--- config.mk ---
export PLATFORM = sky130hd
export DESIGN_NAME = sdram_arb
export DESIGN_NICKNAME = d
export VERILOG_FILES = /design/src/rtl/sdram_pkg.sv /design/src/rtl/sdram_arb_pick.sv /design/src/rtl/sdram_arb.sv
export SDC_FILE = /design/constraint.sdc
export NUM_CORES = 1
export LEC_CHECK = 0
export BUFFER_PORTS_ARGS = -buffer_cell sky130_fd_sc_hd__buf_2
export CORE_AREA = 4 4 130 132
export CTS_CLUSTER_DIAMETER = 30
export DETAILED_ROUTE_END_ITERATION = 8
export DIE_AREA = 0 0 134 136
export GPL_ROUTABILITY_DRIVEN = 0
export HOLD_SLACK_MARGIN = 0.12
export PLACE_DENSITY = 0.48
export SLEW_MARGIN = 20
export SYNTH_ARGS = -nofsm -noshare
export SYNTH_HDL_FRONTEND = slang
export SYNTH_HIERARCHICAL = 1
export SYNTH_SLANG_ARGS = --single-unit
--- constraint.sdc ---
create_clock -name clk_i -period 2.2 [get_ports clk_i]
set_input_delay 0.11 -clock clk_i [delete_from_list [all_inputs] [get_ports clk_i]]
set_output_delay 0.11 -clock clk_i [all_outputs]
set_load 0.01 [all_outputs]
--- src/rtl/sdram_pkg.sv ---
// Shared SDRAM definitions: arbiter state encoding, field widths and the
// request-field bundle used by the arbiter, the CPU interface and the
// SDRAM controller.
package sdram_pkg;

    localparam int unsigned LEN_W  = 4;
    localparam int unsigned ADDR_W = 32;
    localparam int unsigned DATA_W = 32;
    localparam int unsigned MASK_W = DATA_W / 8;

    typedef enum logic [1:0] {
        IDLE  = 2'd0,
        REQ   = 2'd1,
        WDATA = 2'd2,
        RDATA = 2'd3
    } arb_state_e;

    // Request fields that travel together with req_valid/req_ready.
    typedef struct packed {
        logic [ADDR_W-1:0] addr;
        logic [LEN_W-1:0]  len;
        logic              we;
    } sd_req_t;

endpackage

--- src/rtl/sdram_arb_pick.sv ---
// Combinational 2-way picker: fixed priority to port 0 or round-robin.
// Ports:
//   valid  - request valid per port
//   rr_ptr - round-robin preferred port when both request
//   grant  - one-hot pick, 00 when nothing requests
module sdram_arb_pick #(
    parameter bit PRIO0 = 1'b0
) (
    input  logic [1:0] valid,
    input  logic       rr_ptr,
    output logic [1:0] grant
);

    always_comb begin
        grant = 2'b00;
        case (valid)
            2'b01:   grant = 2'b01;
            2'b10:   grant = 2'b10;
            2'b11:   grant = (PRIO0 || !rr_ptr) ? 2'b01 : 2'b10;
            default: grant = 2'b00;
        endcase
    end

endmodule

--- src/rtl/sdram_arb.sv ---
// Two-port SDRAM arbiter. Port 0 is the CPU bus, port 1 the DMA/video fetch.
// One owner at a time: its request is forwarded to the controller and the
// write or read data stream stays locked to it until the last beat.
// Ports:
//   clk_i, rst_ni          - clock, async active-low reset
//   m0_*, m1_*             - requester request / write stream / read stream
//   sd_*                   - controller request / write stream / read stream
//   grant                  - one-hot current owner, 00 when idle
//   busy                   - arbiter not idle
module sdram_arb
    import sdram_pkg::*;
#(
    parameter bit PRIO0 = 1'b0
) (
    input  logic              clk_i,
    input  logic              rst_ni,

    input  logic              m0_req_valid,
    output logic              m0_req_ready,
    input  logic [LEN_W-1:0]  m0_req_len,
    input  logic [ADDR_W-1:0] m0_req_addr,
    input  logic              m0_req_we,
    input  logic [DATA_W-1:0] m0_dout,
    input  logic [MASK_W-1:0] m0_dout_mask,
    input  logic              m0_dout_valid,
    output logic              m0_dout_ready,
    output logic [DATA_W-1:0] m0_din,
    output logic              m0_din_valid,
    input  logic              m0_din_ready,

    input  logic              m1_req_valid,
    output logic              m1_req_ready,
    input  logic [LEN_W-1:0]  m1_req_len,
    input  logic [ADDR_W-1:0] m1_req_addr,
    input  logic              m1_req_we,
    input  logic [DATA_W-1:0] m1_dout,
    input  logic [MASK_W-1:0] m1_dout_mask,
    input  logic              m1_dout_valid,
    output logic              m1_dout_ready,
    output logic [DATA_W-1:0] m1_din,
    output logic              m1_din_valid,
    input  logic              m1_din_ready,

    output logic              sd_req_valid,
    input  logic              sd_req_ready,
    output logic [LEN_W-1:0]  sd_req_len,
    output logic [ADDR_W-1:0] sd_req_addr,
    output logic              sd_req_we,
    output logic [DATA_W-1:0] sd_dout,
    output logic [MASK_W-1:0] sd_dout_mask,
    output logic              sd_dout_valid,
    input  logic              sd_dout_ready,
    input  logic [DATA_W-1:0] sd_din,
    input  logic              sd_din_valid,
    output logic              sd_din_ready,

    output logic [1:0]        grant,
    output logic              busy
);

    arb_state_e        state, state_nxt;
    logic              owner, owner_nxt;
    logic              rr_ptr, rr_nxt;
    logic [LEN_W-1:0]  cnt, cnt_nxt;
    logic [1:0]        pick;

    sd_req_t           m0_req, m1_req, own_req;
    logic              own_req_valid;
    logic [DATA_W-1:0] own_dout;
    logic [MASK_W-1:0] own_mask;
    logic              own_dout_valid;
    logic              own_din_ready;

    // Owner-side results, fanned out to the owning port only.
    logic              own_req_ready;
    logic              own_dout_ready;
    logic [DATA_W-1:0] own_din;
    logic              own_din_valid;

    assign m0_req = '{addr: m0_req_addr, len: m0_req_len, we: m0_req_we};
    assign m1_req = '{addr: m1_req_addr, len: m1_req_len, we: m1_req_we};

    // Owner-selected inputs; muxed purely from the owner register.
    assign own_req        = owner ? m1_req        : m0_req;
    assign own_req_valid  = owner ? m1_req_valid  : m0_req_valid;
    assign own_dout       = owner ? m1_dout       : m0_dout;
    assign own_mask       = owner ? m1_dout_mask  : m0_dout_mask;
    assign own_dout_valid = owner ? m1_dout_valid : m0_dout_valid;
    assign own_din_ready  = owner ? m1_din_ready  : m0_din_ready;

    sdram_arb_pick #(
        .PRIO0 (PRIO0)
    ) u_pick (
        .valid  ({m1_req_valid, m0_req_valid}),
        .rr_ptr (rr_ptr),
        .grant  (pick)
    );

    // State, owner, round-robin pointer and beat counter registers.
    always_ff @(posedge clk_i or negedge rst_ni) begin
        if (!rst_ni) begin
            state  <= IDLE;
            owner  <= 1'b0;
            rr_ptr <= 1'b0;
            cnt    <= '0;
        end else begin
            state  <= state_nxt;
            owner  <= owner_nxt;
            rr_ptr <= rr_nxt;
            cnt    <= cnt_nxt;
        end
    end

    // Next-state logic and owner/controller muxing.
    always_comb begin
        state_nxt      = state;
        owner_nxt      = owner;
        rr_nxt         = rr_ptr;
        cnt_nxt        = cnt;

        own_req_ready  = 1'b0;
        own_dout_ready = 1'b0;
        own_din        = '0;
        own_din_valid  = 1'b0;

        sd_req_valid   = 1'b0;
        sd_req_len     = '0;
        sd_req_addr    = '0;
        sd_req_we      = 1'b0;
        sd_dout        = '0;
        sd_dout_mask   = '0;
        sd_dout_valid  = 1'b0;
        sd_din_ready   = 1'b0;

        case (state)
            IDLE: begin
                if (|pick) begin
                    owner_nxt = pick[1];
                    state_nxt = REQ;
                end
            end
            REQ: begin
                sd_req_valid  = own_req_valid;
                sd_req_len    = own_req.len;
                sd_req_addr   = own_req.addr;
                sd_req_we     = own_req.we;
                own_req_ready = sd_req_ready;
                if (own_req_valid && sd_req_ready) begin
                    cnt_nxt   = own_req.len;
                    state_nxt = own_req.we ? WDATA : RDATA;
                end
            end
            WDATA: begin
                sd_dout        = own_dout;
                sd_dout_mask   = own_mask;
                sd_dout_valid  = own_dout_valid;
                own_dout_ready = sd_dout_ready;
                if (own_dout_valid && sd_dout_ready) begin
                    // len=0 loads 0 and wraps through 15..1: 16 beats.
                    cnt_nxt = cnt - LEN_W'(1);
                    if (cnt == LEN_W'(1)) begin
                        state_nxt = IDLE;
                        rr_nxt    = ~owner;
                    end
                end
            end
            RDATA: begin
                own_din       = sd_din;
                own_din_valid = sd_din_valid;
                sd_din_ready  = own_din_ready;
                if (sd_din_valid && own_din_ready) begin
                    cnt_nxt = cnt - LEN_W'(1);
                    if (cnt == LEN_W'(1)) begin
                        state_nxt = IDLE;
                        rr_nxt    = ~owner;
                    end
                end
            end
            default: state_nxt = IDLE;
        endcase

        m0_req_ready  = !owner && own_req_ready;
        m1_req_ready  =  owner && own_req_ready;
        m0_dout_ready = !owner && own_dout_ready;
        m1_dout_ready =  owner && own_dout_ready;
        m0_din_valid  = !owner && own_din_valid;
        m1_din_valid  =  owner && own_din_valid;
        m0_din        = owner ? '0 : own_din;
        m1_din        = owner ? own_din : '0;
    end

    assign busy  = (state != IDLE);
    assign grant = busy ? (owner ? 2'b10 : 2'b01) : 2'b00;

endmodule

==> flow_metrics.tcl, run 1 <==
set metrics [dict create \
    outcome "completed" \
    gr-usage-all-layers 0.128 \
    synth.distinct_cells 37 \
    clock-root-buffer "clkbuf_16" \
    viasPerCell 3.87 \
    grt_remaining_overflow 0 \
    power_mw 3.77 \
    p_leak_nw 2.48 \
    path_cells "buf_4 > mux2i_1 > nor2_1 > buf_2" \
    syn_to_final_growth_pct 93.6 \
    cp_num_buf_inv 2 \
    synthTopCellsByArea "mux2i_1 34%, and2_1 20%, nor2_1 14%, dfrtp_1 9.2%, clkbuf_1 2.4%" \
    synth_cells 310 \
    cp-end-kind "output port" \
    synth-seq-area-share 0.0924 \
    holdBufCountCts 1 \
    max_slew_margin 0.735 \
    worstHoldStart "m1_req_valid" \
    fp.dieW_um 134 \
    required_ns 2.09 \
    synth_area_um2 2170 \
    drcViolationCount 0 \
    antenna_found_initial 1 \
    critPathTopFamily "flip-flops" \
    setup_tns_ns 0 \
    setup_viol 0 \
    synth_fa_ha_area_frac 0.0115 \
    ys_ff_latch 8 \
    synth_xor_area_frac 0 \
    worstPathArrival_ns 1.72 \
    startpoint_type "flip-flop" \
    synth_fp_nets 501 \
    numPortBuffers 337 \
    crit_end "sd_dout_mask[0]" \
    drv_slew 0 \
    cts_tree "built" \
    finalCritPeriodShare 0.833 \
    critPathKind "reg -> out" \
    synth.avg_cell_area_um2 6.99 \
    clock-sinks 8 \
    skew_ns 0.00529 \
    yosysTopAreaCell "mux2i_1" \
    intPower_mw 1.88 \
    startpoint "owner$_DFFE_PN0P_" \
    cts_buffers 3 \
    first_global_vias 3293 \
    avgRoutedWirePerCell_um 15.2 \
    power.switching_mw 1.88 \
    worst_ir_drop_vdd_v 0.000266 \
    dp_hpwl_um 11800 \
    initial_utilization 0.138 \
    grt_pass1_wl_um 18600 \
    p_seq_frac 0.088 \
    power.share.clock 0.084 \
    critPathMaxFanout 21 \
    fp.dieH_um 136 \
    p_per_area_nw_per_um2 897 \
    dp_slack_ns 0.400 \
    drtIter0Drc 67 \
    die_area_um2 18200 \
    clock.fmax_mhz 546 \
    drive_gt1_frac 0.560 \
    cts_buffer_depth 2 \
    cp.depth 4 \
    vias 3303 \
    synth_compound_area_frac 0.0722 \
    critPathMaxStageDelay_ns 0.58 \
    power_frac_comb 0.828 \
    muxShareOfSynthArea 0.358 \
    clkTransAtPathRegs_ns 0.04 \
    io_pins 338 \
    rsz0062_at_grt "no" \
    drv_cap 0 \
    synth_top_family_by_area "simple AND/OR/NAND/NOR gates" \
    grt_max_degree 43 \
    finalHoldViolCount 0 \
    drt-total-wl_um 13000 \
    setup_ws_ns 0.367 \
    r2r-start "owner$_DFFE_PN0P_" \
    synth-simple-area-share 0.404 \
    r2r_setup_slack_ns 0.41 \
    htreeDepth 1 \
    std_cell_rows 46 \
    r2r_cells 4 \
    hold_path_class "in -> reg" \
    final_nets 830 \
    clk_latency_ns 0.23 \
    post_cts_buffers 0 \
    swShare 0.500 \
    fin_hold_ws_ns 0.266 \
    worst_pin_slew_ns 0.397 \
    antenna_left 0 \
    cp_slowest_cell "dfrtp_4" \
    core_um2 15700 \
    ys_warn_count 6 \
    first_pass_iters 4 \
    cts-resized-gates 0 \
    fin_crit_ns 1.83 \
    rr_endpoint "rr_ptr$_DFFE_PN0P_" \
    diodes 0 \
    yosysTopAreaCellShare 0.337 \
]
-- metrics by stage --
| step | cell area [µm²] | utilization | instances |
|---|---|---|---|
| after floorplan | 2170 | - | 310 |
| after global placement | 4110 | 0.261 | 849 |
| after detailed placement | 4110 | 0.261 | 849 |
| after CTS | 4200 | 0.267 | 854 |
| after global routing | 4200 | 0.267 | 854 |
| final | 4200 | 0.267 | 854 |
-- layer usage --
metal | vias up | global-route usage | part of all wire
met5 | - | 0 | 0.0015
met4 | 2 | 0.0149 | 0.0093
met3 | 8 | 0.0318 | 0.097
met2 | 206 | 0.255 | 0.52
met1 | 1403 | 0.139 | 0.37
li1 | 1684 | - | -
-- synth_stat cells --
cell / number
a22o_1: 1
nand2_1: 3
nor3_1: 4
buf_6: 1
and2_1: 69
nor2_1: 82
mux2i_1: 73
o211ai_1: 2
mux2_1: 1
a21oi_1: 2
inv_1: 7
o32ai_1: 1
buf_2: 8
a31oi_1: 1
nand4bb_1: 1
dfrtp_1: 8
buf_1: 1
a21o_1: 1
a32oi_1: 2
nand3b_1: 1
ha_1: 2
and3_1: 3
a21boi_1: 1
o31ai_1: 2
mux2_2: 3
a21boi_0: 1
o21ba_1: 1
o22ai_1: 1
or3b_2: 1
or2_4: 1
a221o_1: 1
nor2b_1: 4
or3_1: 1
o32a_1: 1
nand2b_1: 3
clkbuf_1: 14
a21oi_4: 1
-- sequential cells by signal, summed over array words and instances (netlist names) --
register,cells
state,2
rr_ptr,1
cnt,4
owner,1
-- power by group through the flow --
stage          clock, mW  sequential [mW]  combinational (mW)
2_1_floorplan          0            0.251                2.02
3_3_place_gp           0            0.332                3.19
3_5_place_dp           0            0.335                3.17
4_1_cts            0.321            0.333                3.18
5_1_grt            0.331            0.346                3.41
6_report           0.317            0.332                3.12
-- how the worst min path moves through the flow --
stage                                      end  slack [ns]  cells after the start
after floorplan             cnt[0]$_DFFE_PN0P_       -0.19                      0
after global placement      cnt[0]$_DFFE_PN0P_       -0.03                      1
after detailed placement  state[0]$_DFFE_PN0P_       -0.03                      1
after CTS                    owner$_DFFE_PN0P_        0.27                      4
after global routing      state[1]$_DFFE_PN0P_        0.33                      2
final                        owner$_DFFE_PN0P_        0.27                      4
-- cell type report --
class / count / area, µm²
Multi-Input combinational cell: 271 / 1830
Inverter: 7 / 26.3
Fill cell: 1802 / 11500
Sequential cell: 8 / 204
Timing Repair Buffer: 348 / 1780
Tap cell: 216 / 270
Clock buffer: 4 / 78.8
-- kinds of logic (layout without fill, tap and decap cells) --
logic type,Yosys count,in the layout
and+or+nand+nor,173,173
muxes,77,77
buffers and inverters,31,359
AOI/OAI and AO/OA,19,19
DFF,8,8
adders and majority gates,2,2
-- placed cells by master (no fill, tap or decap), types with 2 or more instances in the layout --
cell type	n
nand2b_1	3
nor3_1	4
ha_1	2
mux2_2	3
dfrtp_1	7
buf_2	337
a32oi_1	2
nand2_1	3
o31ai_1	2
o211ai_1	2
inv_1	7
nor2b_1	4
a21oi_1	2
nor2_1	82
mux2i_1	73
and2_1	69
clkbuf_16	3
and3_1	3
buf_4	9
-- worst register-to-register path: cells and delay by family (launching register included) --
| kind | cells | cell delay [ns] |
|---|---|---|
| compound gates | 1 | 0.25 |
| mux | 2 | 0.54 |
| flops | 1 | 0.59 |
| simple gates | 1 | 0.28 |
(Power assumes the default switching activity.)
==> run 2, diff against run 1 <==
Settings changed: PLACE_DENSITY 0.48 to 0.49.
Clock period 2.2 ns to 1.5 ns, I/O delays scaled along.
==> run 2 against run 1 <==
Effect of this change: the run now ends with negative setup slack left; cell count rose by 3.6%; clock skew shrank 0.0024 ns; utilization increased by 6.9 points; largest cell class is now non-clock buffers.
==> flow_metrics.tcl, run 2 (synthesis gave the netlist of run 1 again) <==
set metrics [dict create \
    outcome "finished with violations" \
    violations "negative setup slack" \
    first_global_vias 3326 \
    startpoint_type "flip-flop" \
    worst_pin_slew_ns 0.243 \
    finalCritPeriodShare 1.09 \
    r2r-start "owner$_DFFE_PN0P_" \
    gr-usage-all-layers 0.129 \
    setup_ws_ns -0.136 \
    core_um2 15700 \
    p_per_area_nw_per_um2 1570 \
    required_ns 1.42 \
    rsz0062_at_grt "yes" \
    grt_pass1_wl_um 18500 \
    cts_tree "built" \
    drive_gt1_frac 0.701 \
    path_cells "buf_12 > nor2_4 > buf_12 > clkbuf_16 > and2_4 > buf_6" \
    antenna_left 0 \
    htreeDepth 1 \
    fin_crit_ns 1.64 \
    fin_util 0.336 \
    finalHoldViolCount 0 \
    placedCellCount 864 \
    r2r_cells 4 \
    std_cell_rows 46 \
    final_nets 860 \
    drv_slew 0 \
    cts_buffers 3 \
    drtIter0Drc 64 \
    drcViolationCount 0 \
    grt_max_degree 40 \
    clock.fmax_mhz 611 \
    path_common_cell "buf_12" \
    fp.dieH_um 136 \
    viasPerCell 4.00 \
    cp_slowest_cell "dfrtp_4" \
    first_pass_iters 4 \
    drv_cap 0 \
    antenna_found_initial 3 \
    final_cell_area_um2 5280 \
    critPathKind "reg -> out" \
    skew_ns 0.00288 \
    io_pins 338 \
    max_slew_margin 0.837 \
    worst_ir_drop_vdd_v 0.000691 \
    fin_hold_ws_ns 0.248 \
    die_area_um2 18200 \
    critPathMaxFanout 8 \
    vias 3542 \
    reg_top3 "cnt x4, state x2" \
    clock-sinks 8 \
    worstPathArrival_ns 1.56 \
    top_register "cnt" \
    clock-root-buffer "clkbuf_16" \
    numPortBuffers 337 \
    r2r_setup_slack_ns -0.13 \
    initial_utilization 0.138 \
    setup_viol 142 \
    final_common_cell "buf_2" \
    drt-total-wl_um 14700 \
    grt_remaining_overflow 0 \
    cp-end-kind "output port" \
    stdcell_count 885 \
    critPathMaxStageDelay_ns 0.53 \
    power_mw 8.29 \
    clkTransAtPathRegs_ns 0.04 \
    hold_path_class "in -> async" \
    avgRoutedWirePerCell_um 16.6 \
    placed_area_um2 4290 \
    fp.dieW_um 134 \
    largest_reg_flops 4 \
    p_leak_nw 2.89 \
    clk_latency_ns 0.23 \
    syn_to_final_growth_pct 144 \
    cts_buffer_depth 2 \
    final_cell_mix "290 x buf_2, 76 x nor2_1, 52 x mux2i_1" \
    rr_endpoint "cnt[0]$_DFFE_PN0P_" \
    dp_hpwl_um 11600 \
]
-- run 2: worst max path at each step --
stage,start,endpoint
floorplan,owner$_DFFE_PN0P_,cnt[0]$_DFFE_PN0P_
global placement,owner$_DFFE_PN0P_,rr_ptr$_DFFE_PN0P_
detailed placement,owner$_DFFE_PN0P_,rr_ptr$_DFFE_PN0P_
CTS,owner$_DFFE_PN0P_,sd_req_addr[17]
global route,owner$_DFFE_PN0P_,m0_din[26]
finish,owner$_DFFE_PN0P_,m0_din[26]
-- run 2: where the power goes --
group          internal, mW  switching, mW  total [mW]
Sequential            0.315          0.111       0.426
Combinational          4.09           3.30        7.40
Clock                 0.354          0.107       0.462
-- run 2: layout make-up --
type / instances / area, µm²
Timing Repair Buffer: 378 / 2570
Fill cell: 1656 / 10400
Clock buffer: 4 / 78.8
Antenna cell: 1 / 2.50
Inverter: 7 / 26.3
Multi-Input combinational cell: 271 / 2120
Sequential cell: 8 / 205
Tap cell: 216 / 270
-- run 2: per-layer routing --
layer,share of wire,track usage
met2,0.54,0.252
met4,0.019,0.0223
met5,0.0018,0
met3,0.10,0.0418
met1,0.34,0.136
-- run 2: repair_timing --
item / in CTS / in global routing
gates cloned: 1 / 10
hold buffers: 1 / 0
setup endpoints to repair: 148 / 146
pin swaps: 2 / 39
setup buffers: 2 / 3
endpoints found under the hold margin: 8 / 0
gates resized for setup: 27 / 124
-- run 2: per-stage QoR --
step                setup slack, ns  TNS, ns
detailed placement           -0.106   -0.294
global route                 -0.198   -18.93
CTS                          -0.159   -12.73
global placement            -0.0867   -0.213
floorplan                   -0.0307  -0.0596
finish                       -0.136   -10.23
-- run 2: critical path: cells and delay by family (launching register included) --
family | cells | cell delay [ns]
AND/OR/NAND/NOR | 2 | 0.24
buffers and inverters | 4 | 0.56
flip-flops | 1 | 0.53
==> run 3, diff against run 2 <==
Settings changed: CAP_MARGIN from default to 5, CELL_PAD_IN_SITES_DETAIL_PLACEMENT from default to 1, CELL_PAD_IN_SITES_GLOBAL_PLACEMENT from default to 1, CORE_AREA 4 4 130 132 to 4 4 129 131, DIE_AREA 0 0 134 136 to 0 0 133 135, MAX_ROUTING_LAYER from default to met4, PLACE_DENSITY 0.49 to 0.76.
==> run 3 against run 2 <==
Effect of this change: the flow still finishes with violations (negative setup slack); critical path depth stayed put; sequential power about the same; total power shrank 4.7%; largest cell class unchanged; largest power group unchanged.
==> flow_metrics.tcl, run 3 (synthesis gave the netlist of run 1 again) <==
set metrics [dict create \
    outcome "finished with violations" \
    violations "negative setup slack" \
    reg_top3 "cnt x4, state x2" \
    routed.top_layer "met4" \
    setup_viol 147 \
    die_area_um2 18000 \
    cp-end-kind "output port" \
    clock.fmax_mhz 602 \
    path_cells "buf_12 > buf_12 > clkbuf_16 > mux2i_1 > nor2_1 > buf_2" \
    std_cell_rows 46 \
    clock-sinks 8 \
    p_leak_nw 2.90 \
    hold_path_class "in -> async" \
    drv_slew 0 \
    largest_reg_flops 4 \
    antenna_left 0 \
    path_common_cell "buf_12" \
    top_register "cnt" \
    drt-total-wl_um 15000 \
    grt_remaining_overflow 0 \
    htreeDepth 1 \
    drtIter0Drc 38 \
    worstPathArrival_ns 1.59 \
    final_cell_mix "304 x buf_2, 77 x nor2_1, 63 x mux2i_1" \
    fp.dieW_um 133 \
    startpoint_type "flip-flop" \
    critPathMaxStageDelay_ns 0.54 \
    numPortBuffers 337 \
    finalHoldViolCount 0 \
    worst_ir_drop_vdd_v 0.000447 \
    fp.dieH_um 135 \
    r2r_cells 4 \
    cts_tree "built" \
    initial_utilization 0.139 \
    max_slew_margin 0.802 \
    setup_ws_ns -0.162 \
    clock-root-buffer "clkbuf_16" \
    first_pass_iters 4 \
    r2r_setup_slack_ns -0.14 \
    setup_tns_ns -14.29 \
    syn_to_final_growth_pct 144 \
    cts_buffers 3 \
    worst_pin_slew_ns 0.297 \
    wl_met3_um 1340 \
    first_global_vias 3805 \
    rsz0062_at_grt "yes" \
    vias 3630 \
    io_pins 338 \
    drcViolationCount 0 \
    grt_pass1_wl_um 20400 \
    drv_cap 0 \
    grt_max_degree 34 \
    critPathKind "reg -> out" \
    viasPerCell 4.05 \
    final_common_cell "buf_2" \
    dp_hpwl_um 11800 \
    cp_slowest_cell "dfrtp_4" \
    skew_ns 0.00159 \
    fin_crit_ns 1.66 \
    wl_met1_um 5310 \
    antenna_found_initial 4 \
    drive_gt1_frac 0.675 \
    cts_buffer_depth 2 \
    core_um2 15600 \
    p_per_area_nw_per_um2 1500 \
    gr-usage-all-layers 0.146 \
    clkTransAtPathRegs_ns 0.04 \
    finalCritPeriodShare 1.11 \
    final_nets 869 \
    critPathMaxFanout 7 \
    fin_util 0.339 \
    avgRoutedWirePerCell_um 16.8 \
    met2_length_um 8220 \
    clk_latency_ns 0.24 \
    required_ns 1.42 \
]
[run 3: final cells by class]
type,instances,area (µm²)
multi-input combinational,271,2090
clock buffer,4,78.8
antenna,4,10.0
inverter,7,28.8
timing repair buffer,387,2600
fill,1949,10300
tap,216,270
sequential,8,205
[run 3: what timing repair did]
item,4_1_cts,5_1_grt
gates cloned,2,7
gates resized for setup,40,99
hold buffers,1,0
setup buffers,8,7
endpoints found under the hold margin,8,0
endpoints found under the setup margin,146,156
pin swaps,4,34
[run 3: critical path: cells and delay by family (launching register included)]
| family | cells | cell delay (ns) |
|---|---|---|
| flops | 1 | 0.54 |
| buf+inv | 4 | 0.60 |
| mux | 1 | 0.11 |
| simple gates | 1 | 0.09 |
[run 3: worst paths after layout]
| check | start | endpoint |
|---|---|---|
| min in group clk_i | m0_req_valid | owner$_DFFE_PN0P_ |
| min | rst_ni | state[1]$_DFFE_PN0P_ |
| max reg2reg | owner$_DFFE_PN0P_ | cnt[0]$_DFFE_PN0P_ |
| min reg2reg | rr_ptr$_DFFE_PN0P_ | rr_ptr$_DFFE_PN0P_ |
| max | owner$_DFFE_PN0P_ | sd_req_addr[0] |
| max in group asynchronous | rst_ni | owner$_DFFE_PN0P_ |
[run 3: where the power goes]
part	switching, mW	total (mW)	internal [mW]
Clock	0.122	0.477	0.356
Sequential	0.112	0.428	0.316
Combinational	3.20	6.99	3.80
Total	3.43	7.90	4.47
[run 3: metrics by stage]
stage / area [µm²] / setup WS (ns) / hold WS (ns) / cells / total power [mW]
CTS: 4630 / -0.151 / 0.253 / 880 / 6.58
floorplan: 2170 / -0.0307 / -0.221 / 310 / 3.33
global route: 5280 / -0.220 / 0.267 / 897 / 8.44
global placement: 4250 / -0.0588 / -0.0695 / 865 / 5.34
finish: 5280 / -0.162 / 0.255 / 897 / 7.90
detailed placement: 4250 / -0.131 / -0.0705 / 865 / 5.42
[run 3: metal layers]
| metal | track usage | up-vias |
|---|---|---|
| met2 | 0.279 | 213 |
| met1 | 0.151 | 1637 |
| met4 | 0.0185 | 0 |
| met3 | 0.0432 | 13 |
| li1 | - | 1767 |
| met5 | - | - |
